**src/rtl/dvp_config_regfile.sv**
```systemverilog
// dvp_config_regfile
//   AXI4-lite-style config/status register file for the DVP RX subsystem.
//   REG_NUM registers, each RW, RO (live hardware status) or W1C (sticky
//   hardware event flags). AW and W are captured in independent one-deep
//   slots and committed together once the B stage can take a response.
//   Reads are single-beat with a registered R stage.
// Ports
//   clk, rst_n                  clock, asynchronous active-low reset
//   m_aw*/m_w*/m_b*             write address, write data, write response
//   m_ar*/m_r*                  read address, read data
//   sts_i                       RO: live value; W1C: per-bit set pulses
//   conf_o                      register contents, slice i = register i
//   wr_pulse_o                  one-cycle pulse per register updated by a bus write
//   irq_o                       OR of all W1C register bits
module dvp_config_regfile #(
  parameter int                        DATA_W       = 32,
  parameter int                        ADDR_W       = 32,
  parameter int                        MST_ID_W     = 5,
  parameter int                        TRANS_RESP_W = 2,
  parameter int                        REG_NUM      = 8,
  parameter logic [ADDR_W-1:0]         BASE_ADDR    = ADDR_W'(32'h4000_0000),
  parameter logic [REG_NUM-1:0]        RO_MASK      = REG_NUM'(1),
  parameter logic [REG_NUM-1:0]        W1C_MASK     = REG_NUM'(2),
  parameter logic [REG_NUM*DATA_W-1:0] RST_VAL      = '0
) (
  input  logic                        clk,
  input  logic                        rst_n,
  input  logic [MST_ID_W-1:0]         m_awid_i,
  input  logic [ADDR_W-1:0]           m_awaddr_i,
  input  logic                        m_awvalid_i,
  output logic                        m_awready_o,
  input  logic [DATA_W-1:0]           m_wdata_i,
  input  logic [DATA_W/8-1:0]         m_wstrb_i,
  input  logic                        m_wvalid_i,
  output logic                        m_wready_o,
  output logic [MST_ID_W-1:0]         m_bid_o,
  output logic [TRANS_RESP_W-1:0]     m_bresp_o,
  output logic                        m_bvalid_o,
  input  logic                        m_bready_i,
  input  logic [MST_ID_W-1:0]         m_arid_i,
  input  logic [ADDR_W-1:0]           m_araddr_i,
  input  logic                        m_arvalid_i,
  output logic                        m_arready_o,
  output logic [MST_ID_W-1:0]         m_rid_o,
  output logic [DATA_W-1:0]           m_rdata_o,
  output logic [TRANS_RESP_W-1:0]     m_rresp_o,
  output logic                        m_rvalid_o,
  input  logic                        m_rready_i,
  input  logic [REG_NUM*DATA_W-1:0]   sts_i,
  output logic [REG_NUM*DATA_W-1:0]   conf_o,
  output logic [REG_NUM-1:0]          wr_pulse_o,
  output logic                        irq_o
);

  localparam int BYTES = DATA_W / 8;
  localparam int IDX_W = (REG_NUM > 1) ? $clog2(REG_NUM) : 1;
  localparam logic [ADDR_W-1:0] SPAN       = ADDR_W'(REG_NUM * BYTES);
  localparam logic [ADDR_W-1:0] ALIGN_MASK = ADDR_W'(BYTES - 1);
  localparam logic [TRANS_RESP_W-1:0] RESP_OKAY   = TRANS_RESP_W'(2'b00);
  localparam logic [TRANS_RESP_W-1:0] RESP_SLVERR = TRANS_RESP_W'(2'b10);
  localparam logic [TRANS_RESP_W-1:0] RESP_DECERR = TRANS_RESP_W'(2'b11);

  // Addresses below BASE_ADDR wrap to a huge offset and therefore miss.
  function automatic logic addr_hit(input logic [ADDR_W-1:0] addr);
    logic [ADDR_W-1:0] off;
    off = addr - BASE_ADDR;
    return (off < SPAN) && ((off & ALIGN_MASK) == '0);
  endfunction

  function automatic logic [IDX_W-1:0] addr_idx(input logic [ADDR_W-1:0] addr);
    logic [ADDR_W-1:0] word;
    word = (addr - BASE_ADDR) / ADDR_W'(BYTES);
    return word[IDX_W-1:0];
  endfunction

  logic                    aw_full_q, w_full_q;
  logic [ADDR_W-1:0]       aw_addr_q;
  logic [MST_ID_W-1:0]     aw_id_q;
  logic [DATA_W-1:0]       w_data_q;
  logic [BYTES-1:0]        w_strb_q;
  logic                    b_valid_q, r_valid_q;
  logic [MST_ID_W-1:0]     b_id_q, r_id_q;
  logic [TRANS_RESP_W-1:0] b_resp_q, b_resp_d, r_resp_q, r_resp_d;
  logic [DATA_W-1:0]       r_data_q, r_data_d;
  logic [REG_NUM-1:0]      wr_pulse_q, wr_pulse_d;
  logic [DATA_W-1:0]       regs_q [REG_NUM];
  logic [DATA_W-1:0]       regs_d [REG_NUM];
  logic [DATA_W-1:0]       strb_mask;
  logic                    aw_hs, w_hs, ar_hs, commit;
  logic                    wr_hit, rd_hit;
  logic [IDX_W-1:0]        wr_idx, rd_idx;
  logic                    irq_d;

  assign m_awready_o = ~aw_full_q;
  assign m_wready_o  = ~w_full_q;
  assign m_arready_o = ~r_valid_q | m_rready_i;

  assign aw_hs  = m_awvalid_i & ~aw_full_q;
  assign w_hs   = m_wvalid_i & ~w_full_q;
  assign ar_hs  = m_arvalid_i & m_arready_o;
  assign commit = aw_full_q & w_full_q & (~b_valid_q | m_bready_i);

  assign wr_hit = addr_hit(aw_addr_q);
  assign wr_idx = addr_idx(aw_addr_q);
  assign rd_hit = addr_hit(m_araddr_i);
  assign rd_idx = addr_idx(m_araddr_i);

  always_comb begin
    strb_mask = '0;
    for (int b = 0; b < BYTES; b++) strb_mask[b*8 +: 8] = {8{w_strb_q[b]}};
  end

  always_comb begin
    wr_pulse_d = '0;
    b_resp_d   = RESP_OKAY;
    if (!wr_hit) b_resp_d = RESP_DECERR;
    for (int i = 0; i < REG_NUM; i++) begin
      if (wr_hit && wr_idx == IDX_W'(i)) begin
        if (RO_MASK[i]) b_resp_d = RESP_SLVERR;
        else            wr_pulse_d[i] = commit;
      end
    end
  end

  // Hardware set is OR-ed in after the bus clear so a coincident set wins.
  always_comb begin
    for (int i = 0; i < REG_NUM; i++) begin
      regs_d[i] = regs_q[i];
      if (!RO_MASK[i]) begin
        if (W1C_MASK[i]) begin
          if (wr_pulse_d[i]) regs_d[i] = regs_q[i] & ~(w_data_q & strb_mask);
          regs_d[i] = regs_d[i] | sts_i[i*DATA_W +: DATA_W];
        end else if (wr_pulse_d[i]) begin
          regs_d[i] = (regs_q[i] & ~strb_mask) | (w_data_q & strb_mask);
        end
      end
    end
  end

  // Read samples the pre-commit register value (read-before-write).
  always_comb begin
    r_data_d = '0;
    r_resp_d = RESP_DECERR;
    for (int i = 0; i < REG_NUM; i++) begin
      if (rd_hit && rd_idx == IDX_W'(i)) begin
        r_resp_d = RESP_OKAY;
        r_data_d = RO_MASK[i] ? sts_i[i*DATA_W +: DATA_W] : regs_q[i];
      end
    end
  end

  always_comb begin
    irq_d = 1'b0;
    for (int i = 0; i < REG_NUM; i++)
      if (W1C_MASK[i] && !RO_MASK[i]) irq_d = irq_d | (|regs_q[i]);
  end

  always_ff @(posedge clk or negedge rst_n) begin
    if (!rst_n) begin
      aw_full_q  <= 1'b0;
      aw_addr_q  <= '0;
      aw_id_q    <= '0;
      w_full_q   <= 1'b0;
      w_data_q   <= '0;
      w_strb_q   <= '0;
      b_valid_q  <= 1'b0;
      b_id_q     <= '0;
      b_resp_q   <= '0;
      r_valid_q  <= 1'b0;
      r_id_q     <= '0;
      r_data_q   <= '0;
      r_resp_q   <= '0;
      wr_pulse_q <= '0;
      for (int i = 0; i < REG_NUM; i++) regs_q[i] <= RST_VAL[i*DATA_W +: DATA_W];
    end else begin
      if (aw_hs) begin
        aw_full_q <= 1'b1;
        aw_addr_q <= m_awaddr_i;
        aw_id_q   <= m_awid_i;
      end else if (commit) begin
        aw_full_q <= 1'b0;
      end
      if (w_hs) begin
        w_full_q <= 1'b1;
        w_data_q <= m_wdata_i;
        w_strb_q <= m_wstrb_i;
      end else if (commit) begin
        w_full_q <= 1'b0;
      end
      if (commit) begin
        b_valid_q <= 1'b1;
        b_id_q    <= aw_id_q;
        b_resp_q  <= b_resp_d;
      end else if (m_bready_i) begin
        b_valid_q <= 1'b0;
      end
      if (ar_hs) begin
        r_valid_q <= 1'b1;
        r_id_q    <= m_arid_i;
        r_data_q  <= r_data_d;
        r_resp_q  <= r_resp_d;
      end else if (m_rready_i) begin
        r_valid_q <= 1'b0;
      end
      wr_pulse_q <= wr_pulse_d;
      for (int i = 0; i < REG_NUM; i++) regs_q[i] <= regs_d[i];
    end
  end

  assign m_bvalid_o = b_valid_q;
  assign m_bid_o    = b_id_q;
  assign m_bresp_o  = b_resp_q;
  assign m_rvalid_o = r_valid_q;
  assign m_rid_o    = r_id_q;
  assign m_rdata_o  = r_data_q;
  assign m_rresp_o  = r_resp_q;
  assign wr_pulse_o = wr_pulse_q;
  assign irq_o      = irq_d;

  for (genvar g = 0; g < REG_NUM; g++) begin : g_conf
    assign conf_o[g*DATA_W +: DATA_W] = regs_q[g];
  end

endmodule

```
**config.mk**
```make
export PLATFORM = sky130hd
export DESIGN_NAME = dvp_config_regfile
export DESIGN_NICKNAME = d
export VERILOG_FILES = /design/src/rtl/dvp_config_regfile.sv
export SDC_FILE = /design/constraint.sdc
export NUM_CORES = 1
export LEC_CHECK = 0
export BUFFER_PORTS_ARGS = -buffer_cell sky130_fd_sc_hd__buf_2
export CORE_AREA = 5 5 264 266
export CTS_CLUSTER_SIZE = 12
export DETAILED_ROUTE_END_ITERATION = 16
export DIE_AREA = 0 0 269 271
export PLACE_DENSITY = 0.47
export SYNTH_ARGS = -nofsm -noshare
export SYNTH_HDL_FRONTEND = slang
export SYNTH_SLANG_ARGS = --single-unit
```
**constraint.sdc**
```tcl
create_clock -name clk -period 5.8 [get_ports clk]
set_clock_uncertainty 0.15 [all_clocks]
set_input_delay 0.29 -clock clk [delete_from_list [all_inputs] [get_ports clk]]
set_output_delay 0.29 -clock clk [all_outputs]
set_load 0.005 [all_outputs]
```
* After elaboration in Yosys (flattened, before gate mapping) *
Index checks and enable logic that the tools add are counted.

storage, ports and cells
  register bits = 354
  input bits = 373
  output and inout bits = 316
  logic and storage cells = 127

cells by class
  add/sub/neg operators = 2
  $lt $le $gt $ge = 2
  equal/unequal tests = 14
  mux-type cells = 33
  bitwise operators = 28
  reductions and logical operators = 27

operator list
  cell                                                  count
  two-way mux 32 bit                                    9
  bitwise AND 32 bit                                    8
  bitwise OR 32 bit                                     7
  logical NOT 32 bit                                    2
  < comparator 32 x 6 -> 1 bit (second input constant)  2
  inverter 32 bit                                       2
  subtractor 32 x 31 -> 32 bit (second input constant)  2
  OR reduction 32 bit                                   1
  equality test 3 bit (second input constant)           8
  two-way mux 2 bit                                     10
  logical AND 1 bit                                     18
  two-way mux 1 bit                                     14
  equality test 3 x 2 -> 1 bit (second input constant)  4
  nonzero test 2 bit                                    4
  equality test 3 x 1 -> 1 bit (second input constant)  2
  logical NOT 3 bit                                     2
  bitwise AND 1 bit                                     5
  inverter 1 bit                                        4
  bitwise OR 1 bit                                      2

* Depth between registers and ports, before layout *
  depth after elaboration = 12
  depth in mapped cells = 8
  mapped depth without buffers = 5

* Worst setup path before layout *
Ideal clock, no wire load.

  path kind = register to register
  from = register aw_addr_q[19]
  to = register with a tool-made name
  setup time = 0.125 ns
  arrival = 2.276 ns
  required time = 5.525 ns
  setup slack = 3.249 ns
  cell stages (with the launch flop) = 7
  path buffers = 1
  clock period less this slack = 2.551 ns
  path through = dfrtp_1 -> nor4_2 -> nand2_2 -> or4_1 -> buf_6 -> nor3_4 -> mux2_4

RTL lines
  element                   RTL line  RTL
  start: declaration        77        logic [ADDR_W-1:0] aw_addr_q;
  start signal: assignment  178       aw_addr_q <= m_awaddr_i;

==> results.json <==
{
  "status": "finished, final reports clean",
  "initial_core_util_pct": 23.98,
  "worstMarginPinSlew_ps": 1246,
  "synth_fa_ha_area_share_pct": 0,
  "vias_per_cell": 4.733,
  "period_share_pct": 62.48,
  "crit_type": "reg2reg",
  "critPathMaxStageDelay_ps": 920,
  "ys_warn_count": 0,
  "synth_compound_area_share_pct": 8.896,
  "drc_errors": 0,
  "io_pins": 689,
  "h-tree-depth": 2,
  "placementRows": 95,
  "pwr-share-seq_pct": 43.9,
  "clkLatencyLatePin_ps": 570,
  "crit_path_max_fanout": 8,
  "routed_wl_um": 70760,
  "hold_viol_final": 0,
  "yosys.area_share.simple_pct": 9.412,
  "final_util_pct": 32.96,
  "hold_path_depth": 3,
  "async_flop_share_pct": 100.0,
  "peakVddDrop_mv": 0.2393,
  "grtUsageMet3_pct": 6.615,
  "cts.sinks": 353,
  "setup_viol": 0,
  "core_area_sq_um": 66800,
  "dp_slack_ps": 2077,
  "swShare_pct": 29.63,
  "fmax_mhz": 275.9,
  "die_x_um": 269,
  "grt_antenna_before_repair": 20,
  "dr.pass1.iters": 5,
  "drv_cap": 0,
  "drive_gt1_share_pct": 45.62,
  "p_sw_mw": 2.155,
  "slew_headroom_pct": 16.74,
  "cp.required_ps": 6090,
  "syn_area_sq_um": 16020,
  "gr-total-overflow": 0,
  "cts_tree": "yes",
  "ys.flop_type": "dfrtp_1",
  "synth_edf_count": 0,
  "cp_cell_sequence": "nor4_1 -> nand4_1 -> nor4_2 -> nand4_1 -> mux2_2",
  "hold_path.startpoint": "m_bready_i",
  "maxSlewViolCount": 0,
  "synth_top_cell_area_share_pct": 55.14,
  "netlist_top_cells_area": "dfrtp_1 55%, mux2_2 19%, mux2i_1 2.9%",
  "grt_max_degree": 152,
  "crit_path_frequent_cell": "nand4_1",
  "rrSetupSlack_ps": 2180,
  "synth_top_cell_by_area": "dfrtp_1",
  "cts_buffers": 44,
  "yosysSeqAreaShare_pct": 55.14,
  "synth_xor_area_share_pct": 0,
  "nFillCells": 6819,
  "nNetsFinal": 2242,
  "root_buffer": "clkbuf_16",
  "rsz0062_at_grt": "no",
  "synthDistinctLibCells": 53,
  "track_usage_pct": 18.66,
  "area_growth_pct": 37.46,
  "pwr-share-clk_pct": 40.8,
  "dp_hpwl_um": 49700,
  "worst_r2r_path_depth": 5,
  "worstHoldPathType": "in2reg",
  "routabilityCongestion": 0.8248,
  "vias": 13170,
  "power_leakage_nw": 10.83,
  "synth_top_family_by_area": "multiplexers",
  "syn_avg_cell_area_sq_um": 12.39,
  "pwr_density_cell_nw_per_um2": 330.3,
  "fin_setup_tns_ps": 0,
  "use_met1_pct": 24.17,
  "grt_pass1_wl_um": 100100,
  "die_h_um": 271,
  "portBuffers": 463,
  "holdPathEnd": "m_bvalid_o$_DFFE_PN0P_",
  "grt.busiest_layer": "met2",
  "wl_per_cell_um": 25.42,
  "antenna_left": 0,
  "setup_ws_ps": 2176,
  "first_iter_violations": 757,
  "fin_crit_ps": 3624,
  "grt_use_met2_pct": 30.05,
  "internal-power_mw": 5.118,
  "r2r-start": "aw_addr_q[28]$_DFFE_PN0P_",
  "cts_buffer_depth": 3,
  "combPwrFrac_pct": 15.3,
  "cts.clk_slew.worst_paths_ps": 60,
  "slowest_stage": "nand4_1",
  "grt_pass1_vias": 13840,
  "end_kind": "register",
  "cp_data_arrival_time_ps": 3910,
  "synthMuxAreaShare_pct": 22.81,
  "syn_inst": 1293,
  "cp-start-kind": "register",
  "synth_seq_cells": 353,
  "die-area_sq_um": 72900
}
power by group through the flow:
stage          Sequential, mW  Combinational (mW)  Clock (mW)
2_1_floorplan            3.03               0.710           0
3_3_place_gp             3.22                1.04           0
3_5_place_dp             3.24                1.07           0
4_1_cts                  3.20                1.14        3.05
5_1_grt                  3.25                1.22        3.14
6_report                 3.20                1.11        2.97
worst max-delay path: cells and delay by family, from the launching register on:
family,cells,cell delay [ps]
AND/OR/NAND/NOR,4,2360
flip-flops,1,400
multiplexers,1,580
worst max-delay path by stage:
stage	start	to	slack [ps]	depth (start not counted)
after floorplan	aw_addr_q[19]$_DFFE_PN0P_	register	3250	6
after global placement	aw_addr_q[28]$_DFFE_PN0P_	register	2110	5
after detailed placement	aw_addr_q[28]$_DFFE_PN0P_	register	2080	5
after CTS	aw_addr_q[28]$_DFFE_PN0P_	register	2060	5
after global routing	aw_addr_q[28]$_DFFE_PN0P_	register	2080	5
final	aw_addr_q[28]$_DFFE_PN0P_	register	2180	5
cells by family after synthesis:
| family | Yosys count |
|---|---|
| other | 1 |
| AO/OA/AOI/OAI | 210 |
| multiplexers | 323 |
| AND/OR/NAND/NOR | 284 |
| flip-flops | 353 |
| buffers and inverters | 122 |
synth_stat cells, types with 2 or more instances:
| library cell | n |
|---|---|
| o22ai_1 | 26 |
| o31ai_1 | 2 |
| nor2b_1 | 9 |
| nand3_2 | 8 |
| o221ai_1 | 11 |
| and2_1 | 3 |
| buf_1 | 13 |
| nand2b_1 | 23 |
| a21boi_0 | 5 |
| nand2_2 | 5 |
| nand4_1 | 12 |
| a32o_1 | 16 |
| clkbuf_1 | 60 |
| mux4_2 | 4 |
| o21ai_0 | 51 |
| nor3_4 | 4 |
| o32a_1 | 3 |
| nor4_2 | 2 |
| a21o_1 | 35 |
| a32oi_1 | 4 |
| mux2_2 | 264 |
| a22oi_1 | 3 |
| nor4_1 | 22 |
| mux2i_1 | 46 |
| mux2_4 | 8 |
| nor2_1 | 47 |
| dfrtp_1 | 353 |
| nor3_1 | 13 |
| nand3_1 | 39 |
| a21oi_1 | 31 |
| o2111ai_1 | 3 |
| o21bai_1 | 5 |
| or2_2 | 2 |
| inv_1 | 13 |
| o211ai_1 | 2 |
| a22o_1 | 9 |
| nand2_1 | 85 |
| nor4_4 | 2 |
| buf_4 | 34 |
| nor4b_1 | 3 |
timing repair:
action | 4_1_cts | 5_1_grt
setup buffers | 0 | 0
hold endpoints to repair | 187 | 0
resized for setup | 0 | 0
hold buffers | 116 | 0
cells in the final DEF, fill, tap and decap left out, types with 8 or more instances in the layout:
cell type      netlist  layout
conb_1               1      33
mux2_2             264     264
nand3_1             39      39
nor3_1              13      11
mux2_4               8       8
a21oi_1             31      31
dfrtp_1            353     353
mux2i_1             46      46
a21o_1              35      35
o21ai_0             51      51
dlygate4sd3_1        0     116
nor4_1              22      21
o22ai_1             26      26
inv_1               13      13
buf_2                1     459
o221ai_1            11      11
nor2_1              47      47
a22o_1               9       9
clkbuf_16            0      45
nand4_1             12      12
nand3_2              8       8
a32o_1              16      16
buf_4               34      29
nand2b_1            23      23
nand2_1             85      84
clkbuf_8             0      11
clkbuf_1            60      10
area by class of cell:
class | count | area, sq um | share of cell area, %
sequential | 353 | 8833 | 40.12
multi-input combinational | 850 | 6743 | 30.62
timing repair buffer | 607 | 3731 | 16.94
clock buffer | 66 | 1315 | 5.972
tap | 873 | 1092 | 4.961
clock inverter | 16 | 244.0 | 1.108
inverter | 13 | 48.80 | 0.2216
antenna | 5 | 12.51 | 0.05682
per-layer routing:
metal / wire (um) / part of all wire (%) / up-vias
li1: - / - / 5824
met1: 29410 / 42 / 6709
met2: 32860 / 46 / 521
met3: 6825 / 9.6 / 103
met4: 1580 / 2.2 / 14
met5: 85 / 0.12 / -
metrics by stage:
step / area (sq um) / std cells / power, mW / hold slack (ps)
CTS: 22010 / 2778 / 7.389 / 68.74
finish: 22020 / 2783 / 7.273 / 98.62
floorplan: 16140 / 1325 / 3.742 / -155.6
detailed placement: 19290 / 2580 / 4.309 / 177.0
global placement: 19290 / 2580 / 4.268 / 171.1
global route: 22010 / 2779 / 7.608 / 102.6
No activity file was read; power rests on OpenSTA's default activity.
